### config.mk
export PLATFORM = sky130hd
export DESIGN_NAME = pwm_dc_feeder
export DESIGN_NICKNAME = d
export VERILOG_FILES = /design/src/rtl/pwm_dc_feeder.sv
export SDC_FILE = /design/constraint.sdc
export NUM_CORES = 1
export LEC_CHECK = 0
export BUFFER_PORTS_ARGS = -buffer_cell sky130_fd_sc_hd__buf_2
export CAP_MARGIN = 20
export CELL_PAD_IN_SITES_DETAIL_PLACEMENT = 1
export CELL_PAD_IN_SITES_GLOBAL_PLACEMENT = 1
export CORE_UTILIZATION = 49
export CTS_CLUSTER_SIZE = 14
export DETAILED_ROUTE_END_ITERATION = 12
export PLACE_DENSITY_LB_ADDON = 0.15
export SLEW_MARGIN = 25
export SYNTH_ARGS = -nofsm -noshare
export SYNTH_HDL_FRONTEND = slang
export SYNTH_SLANG_ARGS = --single-unit
### constraint.sdc
create_clock -name clk_i -period 7.6 [get_ports clk_i]
set_clock_uncertainty 0.1 [all_clocks]
set_input_delay 1.14 -clock clk_i [delete_from_list [all_inputs] [get_ports clk_i]]
set_output_delay 1.14 -clock clk_i [all_outputs]
set_load 0.01 [all_outputs]
### src/rtl/pwm_dc_feeder.sv
// Duty-cycle sample FIFO fed over the register bus. It releases one sample every INTERVAL cycles
// to the PWM. The strobe is registered, appearing 1 cycle after the tick, and the bus never stalls.
`timescale 1ns/1ps
module pwm_dc_feeder #(
  parameter int DEPTH = 8,
  parameter int AW    = 3
) (
  input  logic        clk_i,
  input  logic        rst_ni,
  input  logic        re_i,
  input  logic        we_i,
  input  logic [7:0]  addr_i,
  input  logic [31:0] wdata_i,
  input  logic [3:0]  be_i,
  output logic [31:0] rdata_o,
  output logic        error_o,
  output logic [15:0] o_DC,
  output logic        o_valid_DC,
  output logic        o_irq
);

  localparam logic [7:0]  A_CTRL     = 8'h00;
  localparam logic [7:0]  A_INTERVAL = 8'h04;
  localparam logic [7:0]  A_DATA     = 8'h08;
  localparam logic [7:0]  A_STATUS   = 8'h0C;
  localparam logic [7:0]  A_WMARK    = 8'h10;
  localparam logic [AW:0] FULL_LVL   = (AW+1)'(DEPTH);

  logic          en_q, en_d, rep_q, rep_d, irqen_q, irqen_d;
  logic [15:0]   interval_q, interval_d;
  logic [AW:0]   wmark_q, wmark_d;
  logic [AW-1:0] wptr_q, wptr_d, rptr_q, rptr_d;
  logic [AW:0]   level_q, level_d;
  logic          unf_q, unf_d, ovf_q, ovf_d;
  logic [15:0]   cnt_q, cnt_d;
  logic [15:0]   dc_q, dc_d;
  logic          vld_q, vld_d;
  logic          irq_q, irq_d;
  logic [15:0]   mem [DEPTH];

  logic wr, sel_ctrl, sel_int, sel_data, sel_stat, sel_wm, mapped;
  logic empty, full, tick, pop, push, push_ok, flush;
  logic [15:0] reload;
  logic unused_ok;

  assign wr       = we_i & ~re_i;
  assign sel_ctrl = (addr_i == A_CTRL);
  assign sel_int  = (addr_i == A_INTERVAL);
  assign sel_data = (addr_i == A_DATA);
  assign sel_stat = (addr_i == A_STATUS);
  assign sel_wm   = (addr_i == A_WMARK);
  assign mapped   = sel_ctrl | sel_int | sel_data | sel_stat | sel_wm;

  assign empty   = (level_q == '0);
  assign full    = (level_q == FULL_LVL);
  assign reload  = (interval_q == 16'd0) ? 16'd0 : interval_q - 16'd1;
  assign tick    = en_q & (cnt_q == 16'd0);
  // A push on empty never bypasses a coincident tick; the tick sees the pre-push level.
  assign pop     = tick & ~empty;
  assign push    = wr & sel_data;
  assign push_ok = push & (~full | pop);
  assign flush   = wr & sel_ctrl & wdata_i[2];

  assign error_o   = ((re_i | we_i) & ~mapped) | (push & full & ~pop);
  assign unused_ok = ^{be_i, wdata_i[31:16]};

  always_comb begin
    rdata_o = '0;
    unique case (1'b1)
      sel_ctrl: rdata_o[3:0] = {irqen_q, 1'b0, rep_q, en_q};
      sel_int:  rdata_o[15:0] = interval_q;
      sel_data: rdata_o[15:0] = empty ? 16'd0 : mem[rptr_q];
      sel_stat: begin
        rdata_o[AW:0] = level_q;
        rdata_o[8]    = empty;
        rdata_o[9]    = full;
        rdata_o[10]   = unf_q;
        rdata_o[11]   = ovf_q;
      end
      sel_wm:   rdata_o[AW:0] = wmark_q;
      default:  rdata_o = '0;
    endcase
  end

  always_comb begin
    en_d       = en_q;
    rep_d      = rep_q;
    irqen_d    = irqen_q;
    interval_d = interval_q;
    wmark_d    = wmark_q;
    if (wr && sel_ctrl) begin
      en_d    = wdata_i[0];
      rep_d   = wdata_i[1];
      irqen_d = wdata_i[3];
    end
    if (wr && sel_int) interval_d = wdata_i[15:0];
    if (wr && sel_wm)  wmark_d = wdata_i[AW:0];

    cnt_d = (!en_q || tick) ? reload : cnt_q - 16'd1;

    wptr_d  = push_ok ? wptr_q + 1'b1 : wptr_q;
    rptr_d  = pop ? rptr_q + 1'b1 : rptr_q;
    level_d = level_q + {{AW{1'b0}}, push_ok} - {{AW{1'b0}}, pop};
    if (flush) begin
      wptr_d  = '0;
      rptr_d  = '0;
      level_d = '0;
    end

    // Sticky set wins over a same-cycle write-1-to-clear.
    unf_d = (unf_q & ~(wr & sel_stat & wdata_i[10])) | (tick & empty);
    ovf_d = (ovf_q & ~(wr & sel_stat & wdata_i[11])) | (push & full & ~pop);

    dc_d  = pop ? mem[rptr_q] : dc_q;
    vld_d = tick & (~empty | rep_q);
    irq_d = irqen_q & ((level_q <= wmark_q) | unf_q | ovf_q);
  end

  always_ff @(posedge clk_i or negedge rst_ni) begin
    if (!rst_ni) begin
      en_q       <= 1'b0;
      rep_q      <= 1'b0;
      irqen_q    <= 1'b0;
      interval_q <= '0;
      wmark_q    <= '0;
      wptr_q     <= '0;
      rptr_q     <= '0;
      level_q    <= '0;
      unf_q      <= 1'b0;
      ovf_q      <= 1'b0;
      cnt_q      <= '0;
      dc_q       <= '0;
      vld_q      <= 1'b0;
      irq_q      <= 1'b0;
    end else begin
      en_q       <= en_d;
      rep_q      <= rep_d;
      irqen_q    <= irqen_d;
      interval_q <= interval_d;
      wmark_q    <= wmark_d;
      wptr_q     <= wptr_d;
      rptr_q     <= rptr_d;
      level_q    <= level_d;
      unf_q      <= unf_d;
      ovf_q      <= ovf_d;
      cnt_q      <= cnt_d;
      dc_q       <= dc_d;
      vld_q      <= vld_d;
      irq_q      <= irq_d;
    end
  end

  always_ff @(posedge clk_i) begin
    if (push_ok) mem[wptr_q] <= wdata_i[15:0];
  end

  assign o_DC       = dc_q;
  assign o_valid_DC = vld_q;
  assign o_irq      = irq_q;

endmodule

* Word level (Yosys, flattened, before mapping)
Memories as Yosys holds them, arrays and structs flattened.
Index checks and enable logic that the tools add are counted.
** Storage, ports and cells
- RAM bits :: 128
- Memories :: 1
- Output and inout port bits :: 51
- Bits in registers :: 69
- Bits of input ports :: 48
- Logic and storage cells :: 89
** Memory list
- mem :: words 8, width 16, rd ports 1, clocked after Yosys merged registers in 0, write ports 1, line 39 : logic [15:0] mem [DEPTH];
** Cells by class
- Reduce and logical (&&, ||, !) cells :: 11
- Mux-type cells :: 14
- $lt $le $gt $ge :: 1
- Add/subtract/negate cells :: 6
- Equal/unequal tests :: 5
- Bitwise gates (word level) :: 37
** Operator list (count)
- two-way mux 16 bit :: 3
- zero test 16 bit :: 2
- subtractor 16 x 1 -> 16 bit (second input constant) :: 2
- case mux 4 bit (5 select lines) :: 1
- bitwise AND 1 bit :: 18
- == test 8 x 4 -> 1 bit (second input constant) :: 2
- case mux 4 bit (2 select lines) :: 2
- two-way mux 3 bit :: 4
- OR 1 bit :: 12
- case mux 4 bit (3 select lines) :: 1
- == test 8 x 3 -> 1 bit (second input constant) :: 1
- == test 8 x 5 -> 1 bit (second input constant) :: 1
- zero test 8 bit :: 1
- NOT 1 bit :: 7
- adder 3 x 1 -> 3 bit (second input constant) :: 2
- adder 4 x 1 -> 4 bit :: 1
- == test 4 bit (second input constant) :: 1
- less-or-equal comparator 4 bit :: 1
- zero test 4 bit :: 1
- two-way mux 4 bit :: 1
- nonzero test 2 bit :: 2
- subtractor 4 x 1 -> 4 bit :: 1
- logical AND 1 bit :: 3
- two-way mux 1 bit :: 2
- 2 further kinds :: 2

* Logic depth before layout (Yosys ltp)
Gate-level depths: netlist of the first run.
- Word-level depth :: 8
- Depth in mapped cells :: 15
- Gate-level depth less buffers :: 13

* Least setup slack after synthesis of the first run
Ideal clock, no wire load.
- Path type :: input-to-reg
- From :: input addr_i[3]
- To :: memory mem[1][0], enable pin
- Stages on the path :: 6
- Buffers on the path :: 1
- Required time :: 7.091 ns
- Setup time :: 0.409 ns
- Data arrival time :: 3.411 ns
- Slack :: 3.680 ns
- Cell sequence :: clkbuf_1 -> nor2b_1 -> nand2_1 -> o31ai_4 -> nand2_1 -> nor3_1
** Between the ends
- Cells in the longest elaborated chain, start to end :: 5
** Ends and longest elaborated chain
- from (decl) :: line 12 : input logic [7:0] addr_i,
- == test 8 x 4 -> 1 bit :: line 49 : assign sel_data = (addr_i == A_DATA);
- bitwise AND 1 bit :: line 60 : assign push = wr & sel_data;
- bitwise AND 1 bit :: line 61 : assign push_ok = push & (~full | pop);
- two-way mux 1 bit :: line 154 : if (push_ok) mem[wptr_q] <= wdata_i[15:0];
- two-way mux 1 bit (not written as such) :: line 154
- to (decl) :: line 39
Every way passes these cells.

* Final worst setup path of the first run
- From :: register cnt_q[6]
- To :: output error_o
** Between the ends
- Cells in the longest elaborated chain, start to end :: 6
** Ends and longest elaborated chain
- from (decl) :: line 35 : logic [15:0] cnt_q, cnt_d;
- from (signal assigned) :: line 146 : cnt_q <= cnt_d;
- zero test 16 bit :: line 57 : assign tick = en_q & (cnt_q == 16'd0);
- bitwise AND 1 bit :: line 57
- bitwise AND 1 bit :: line 59 : assign pop = tick & ~empty;
- NOT 1 bit :: line 64 : assign error_o = ((re_i | we_i) & ~mapped) | (push & full & ~pop);
- bitwise AND 1 bit :: line 64
- OR 1 bit :: line 64
- to (decl) :: line 16 : output logic error_o,
Every way passes these cells.

==> flow_metrics.tcl, run 1 <==
set metrics [dict create \
    syn_inst 603 \
    cp.required_ns 6.36 \
    grt_max_degree 70 \
    wl_per_cell_um 22.6 \
    die_y_um 137 \
    worstMarginPinSlew_ns 1.00 \
    h-tree-depth 4 \
    syn-cell-area_um2 8910 \
    grt_pass1_vias 5527 \
    ys.flop_type "edfxtp_1" \
    use_met3_pct 4.44 \
    syn_to_final_growth_pct 12.3 \
    hpwl_mm 14.0 \
    root_buffer "clkbuf_16" \
    dr.pass1.iters 4 \
    critPathMaxFanout 18 \
    place.gp.congestion 0.869 \
    p_leak_nw 4.06 \
    instances_no_fill 909 \
    period_share_pct 56.0 \
    cp-start-kind "flop" \
    drive_above_1_share_pct 25.6 \
    max_cap_violations 0 \
    hold_viol_final 0 \
    start_util_pct 50.8 \
    use_met1_pct 32.5 \
    totalWireLength_mm 20.6 \
    chipWidth_um 137 \
    dp.cells 877 \
    synth.avg_cell_area_um2 14.8 \
    holdCritPathClass "reg2reg" \
    layout.nets 735 \
    setup_tns_ns 0 \
    grt_pass1_wl_mm 32.4 \
    cp.arrival_ns 3.01 \
    cts_made_buffers 17 \
    synth.distinct_cells 60 \
    port_buffers 62 \
    antenna_found_initial 0 \
    cp-end-kind "primary output" \
    cts_hold_buf 0 \
    first_iter_violations 306 \
    vias_per_cell 5.66 \
    clock_latency_ns 0.43 \
    overflow 0 \
    rsz0062_at_grt "false" \
    core-area_um2 17500 \
    synth_top_cells_by_area "edfxtp_1, dfrtp_1, mux4_2, mux2i_1, xnor2_1" \
    post-cts-setup-buffer-count 0 \
    grt.busiest_layer "met2" \
    critPathKind "reg2out" \
    rows 48 \
    finalCriticalPeriod_ns 4.25 \
    yosysWarnings 0 \
    vias 5143 \
    ctsLongestPathBuffers 2 \
    p_per_area_nw_per_um2 263 \
    synthArstFlopShare_pct 35.0 \
    detail-route-antenna-nets 0 \
    yosysTopAreaCellShare_pct 43.2 \
    cts_sinks 197 \
    setup_viol 0 \
    post_cts_resized 0 \
    relSlewSlack_pct 33.1 \
    yosys-top-cells-count "edfxtp_1, dfrtp_1, nor2_1" \
    cts_tree "done" \
    outcome "complete, no violations" \
    yosysTopAreaCell "edfxtp_1" \
    ys_ff_latch 197 \
    slew_viol_final 0 \
    fmax_mhz 235 \
    n_antenna_cell 0 \
    seq_area_frac_synth_pct 62.5 \
    track_usage_pct 24.3 \
    ios 99 \
    dieArea_um2 18700 \
    use_met2_pct 40.6 \
    drc 0 \
    clk_pin_slew_worst_paths_ns 0.08 \
    fillers 1686 \
    synth_edf_count 128 \
    ir_drop_v 0.000202 \
    synth_most_common_cell "edfxtp_1" \
]
final timing paths:
kind	to	slack [ns]	startpoint	depth (start not counted)
max in group asynchronous	rptr_q[0]	5.92	rst_ni	2
hold reg to reg	o_DC[2]	0.41	o_DC[2]	1
hold / removal	o_DC[2]	0.41	o_DC[2]	1
setup reg to reg	level_q[3]	3.94	cnt_q[6]	11
min in group asynchronous	interval_q[6]	0.84	rst_ni	2
setup / recovery	error_o	3.35	cnt_q[6]	6
where the power goes:
part           total, W  internal [W]  switching (W)  leakage, nW
Clock          0.000912      0.000495       0.000418        0.288
Sequential      0.00128       0.00119      0.0000893         2.05
Combinational  0.000437      0.000209       0.000227         1.72
routing by layer:
layer | vias up | part of all wire [%]
li1 | 2366 | -
met1 | 2667 | 44
met2 | 96 | 51
met3 | 14 | 3.9
met4 | 0 | 1.0
met5 | - | 0
metrics by stage:
step	setup slack, ns	util, %	total power [W]	hold slack [ns]	instance area [um^2]
6_report	3.35	57.0	0.00263	0.410	10000
5_1_grt	3.14	57.0	0.00275	0.431	10000
4_1_cts	3.31	57.0	0.00266	0.415	10000
3_5_place_dp	3.38	53.6	0.00175	0.397	9410
3_3_place_gp	3.42	53.6	0.00172	0.389	9410
2_1_floorplan	3.68	-	0.00160	0.368	8960
registers in the layout, summed over array words and instances, names as in the netlist, 3 cells and up:
signal and cells:
mem 128, cnt_q 16, interval_q 16, o_DC 16, level_q 4, wmark_q 4
rptr_q 3, wptr_q 3
cell families after synthesis:
family / Yosys count / share of synthesized area, %
other: 1 / 0.0421
AO/OA/AOI/OAI: 64 / 4.41
AND/OR/NAND/NOR: 152 / 9.22
multiplexers: 87 / 15.0
adder cells (fa/ha/maj): 16 / 2.33
XOR/XNOR: 30 / 2.95
flip-flops: 197 / 62.5
buffers and inverters: 56 / 3.48
worst max-delay path, stage by stage, from the launching register on:
cell and delay, ns:
dfrtp_1 0.47, nor4_4 0.47, nand4_1 0.33, nor2_2 0.68, buf_4 0.37, o21bai_1 0.11, buf_2 0.14
placed cells by master (no fill, tap or decap), types with 9 or more instances in the layout:
master,netlist,layout
a21oi_1,21,21
buf_2,8,62
buf_4,20,9
clkbuf_16,0,17
conb_1,1,16
dfrtp_1,69,66
edfxtp_1,128,128
ha_1,15,15
inv_1,19,19
mux2_1,10,10
mux2_2,11,11
mux2i_1,26,26
mux4_2,32,32
nand2_1,33,33
nand3_1,10,10
nor2_1,49,49
o21ai_0,13,13
o21ai_1,9,9
xnor2_1,22,22
final cells by class:
| cell class | instances | area, um^2 | share of cell area, % |
|---|---|---|---|
| Clock buffer | 17 | 425 | 4.25 |
| Clock inverter | 15 | 166 | 1.66 |
| Inverter | 19 | 71.3 | 0.713 |
| Multi-Input combinational cell | 365 | 3100 | 31.0 |
| Sequential cell | 197 | 5570 | 55.7 |
| Tap cell | 225 | 282 | 2.81 |
| Timing Repair Buffer | 71 | 378 | 3.78 |
(Power assumes the default switching activity.)
==> inputs of run 2 (changes only) <==
- ABC_AREA: not set -> 1
- CORE_UTILIZATION: 49 -> 42
- clock period: 7.6 -> 3.9 ns (I/O delays scaled with it)
==> run 2 against run 1 <==
  * Sequential power rose by 78%
  * Power is 63% higher
  * Via count is 30% higher
  * Sequential share of layout area fell by 2.6 points
  * Critical path type unchanged
  * Largest cell class unchanged
==> flow_metrics.tcl, run 2 <==
set metrics [dict create \
    n_antenna_cell 0 \
    synth_edf_count 128 \
    top_register "mem" \
    core-area_um2 21900 \
    critPathMaxFanout 65 \
    ys.flop_type "edfxtp_1" \
    r2r-start "cnt_q[0]" \
    vias_per_cell 5.34 \
    yosysTopAreaCellShare_pct 40.9 \
    grt_pass1_wl_mm 38.0 \
    grt_max_degree 70 \
    chipWidth_um 152 \
    relSlewSlack_pct 38.5 \
    overflow 0 \
    design_area_um2 10500 \
    rsz0062_at_grt "false" \
    antenna_found_initial 0 \
    crit_path_start "rptr_q[0]" \
    cp-end-kind "primary output" \
    fmax_mhz 318 \
    period_share_pct 80.7 \
    synth_top_cells_by_area "edfxtp_1, dfrtp_1, nand2_1, nor2_1, o21ai_0" \
    synth_most_common_cell "nand2_1" \
    layout.nets 1021 \
    fillers 2465 \
    cp.required_ns 3.21 \
    root_buffer "clkbuf_16" \
    detail-route-antenna-nets 0 \
    dr.pass1.iters 5 \
    ys_ff_latch 197 \
    track_usage_pct 22.5 \
    vias 6679 \
    fin_util_pct 47.9 \
    grt_pass1_vias 6807 \
    hpwl_mm 16.2 \
    post_cts_resized 0 \
    worstMarginPinSlew_ns 0.922 \
    clk_pin_slew_worst_paths_ns 0.07 \
    seq_area_frac_synth_pct 59.2 \
    yosys-top-cells-count "nand2_1, edfxtp_1, nor2_1" \
    final_cell_mix "nand2_1, edfxtp_1, nor2_1, o21ai_0, dfrtp_1" \
    cts_hold_buf 0 \
    cts_tree "done" \
    syn-cell-area_um2 9410 \
    ios 99 \
    finalCriticalPeriod_ns 3.15 \
    synth.avg_cell_area_um2 10.5 \
    first_iter_violations 357 \
    setup_tns_ns 0 \
    cp-start-kind "flop" \
    setup_viol 0 \
    die_y_um 152 \
    syn_inst 897 \
    dieArea_um2 23000 \
    power_w 0.00429 \
    holdCritPathClass "in2async" \
    cp.arrival_ns 2.46 \
    clock_latency_ns 0.44 \
    synthArstFlopShare_pct 35.0 \
    yosysTopAreaCell "edfxtp_1" \
    ctsLongestPathBuffers 2 \
    cts_made_buffers 17 \
    post-cts-setup-buffer-count 0 \
    start_util_pct 43.0 \
    p_leak_nw 4.22 \
    h-tree-depth 4 \
    drive_above_1_share_pct 20.0 \
    rows 54 \
    port_buffers 62 \
    wl_per_cell_um 19.3 \
    synth.distinct_cells 42 \
    totalWireLength_mm 24.1 \
    drc 0 \
    critPathKind "reg2out" \
    largest_reg_flops 128 \
    final_common_cell "nand2_1" \
    outcome "complete, no violations" \
    max_cap_violations 0 \
    syn_to_final_growth_pct 11.4 \
    slew_viol_final 0 \
    ir_drop_v 0.000269 \
    yosysWarnings 0 \
    p_per_area_nw_per_um2 409 \
    cts_sinks 197 \
    hold_viol_final 0 \
    place_area_um2 9900 \
    place.gp.congestion 0.841 \
]
run 2: changes by cell type after synthesis, moves of 12 or more:
cell      change
inv_1        +37
mux2i_1      -26
mux4_2       -32
nand2_1      +99
nand3_1      +21
nor2_1       +77
nor2_2       +12
o211ai_1     +18
o21ai_0      +71
o21ai_1      +19
o21ai_2      +25
xnor2_1      -15
run 2: worst max-delay path: stages, from the launching register on:
cell	delay (ns)
dfrtp_2	0.40
clkinv_1	0.05
buf_4	0.54
nand2_1	0.11
nand2_1	0.09
nand2_1	0.04
o21ai_0	0.08
nand2_1	0.08
nand2_1	0.18
nand2_1	0.06
o21ai_0	0.15
buf_2	0.20
run 2: routing by layer:
| metal | vias to the layer above | track usage [%] | routed length, um |
|---|---|---|---|
| met5 | - | 0 | 0 |
| met4 | 0 | 6.58 | 367 |
| met3 | 23 | 3.56 | 824 |
| met2 | 118 | 37.8 | 12000 |
| met1 | 3360 | 29.9 | 10900 |
| li1 | 3178 | - | - |
run 2: through the flow:
| step | worst slack [ns] | hold WS, ns | instances |
|---|---|---|---|
| floorplan | 1.30 | 0.189 | 912 |
| global placement | 0.980 | 0.361 | 1218 |
| detailed placement | 0.928 | 0.364 | 1218 |
| CTS | 0.706 | 0.220 | 1250 |
| global route | 0.549 | 0.111 | 1250 |
| finish | 0.751 | 0.0595 | 1250 |
run 2: cell families (layout without fill, tap and decap cells):
group           count (synthesis)  count (layout)  share of synthesized area [%]
simple gates                  344             344                           16.9
compound gates                203             203                           13.4
flops                         197             197                           59.2
buf+inv                       113             171                           6.17
xor+xnor                       23              23                           2.14
fa+ha+maj                      16              16                           2.21
other cells                     1              16                         0.0399
run 2: report_power, final:
part           internal (W)  switching (W)
registers           0.00226      0.0000285
logic             0.0000864       0.000160
clock network      0.000914       0.000847
run 2: final cells by class:
class                      instances  area (um^2)  share of cell area (%)
clock buffer                      18          429                    4.09
clock inverter                    14          153                    1.46
inverter                          62          236                    2.26
multi-input combinational        602         3310                    31.6
sequential                       197         5570                    53.2
tap                              280          350                    3.34
timing repair buffer              77          429                    4.09
run 2: final timing paths:
| path | to | slack (ns) | cells after the start |
|---|---|---|---|
| setup / recovery | rdata_o[14] | 0.75 | 11 |
| hold / removal | o_irq | 0.06 | 1 |
| setup reg to reg | level_q[2] | 0.98 | 14 |
| hold reg to reg | o_DC[9] | 0.38 | 2 |
| max in group asynchronous | rptr_q[0] | 3.14 | 1 |
| min in group clk_i | mem[4][1] | 0.34 | 1 |
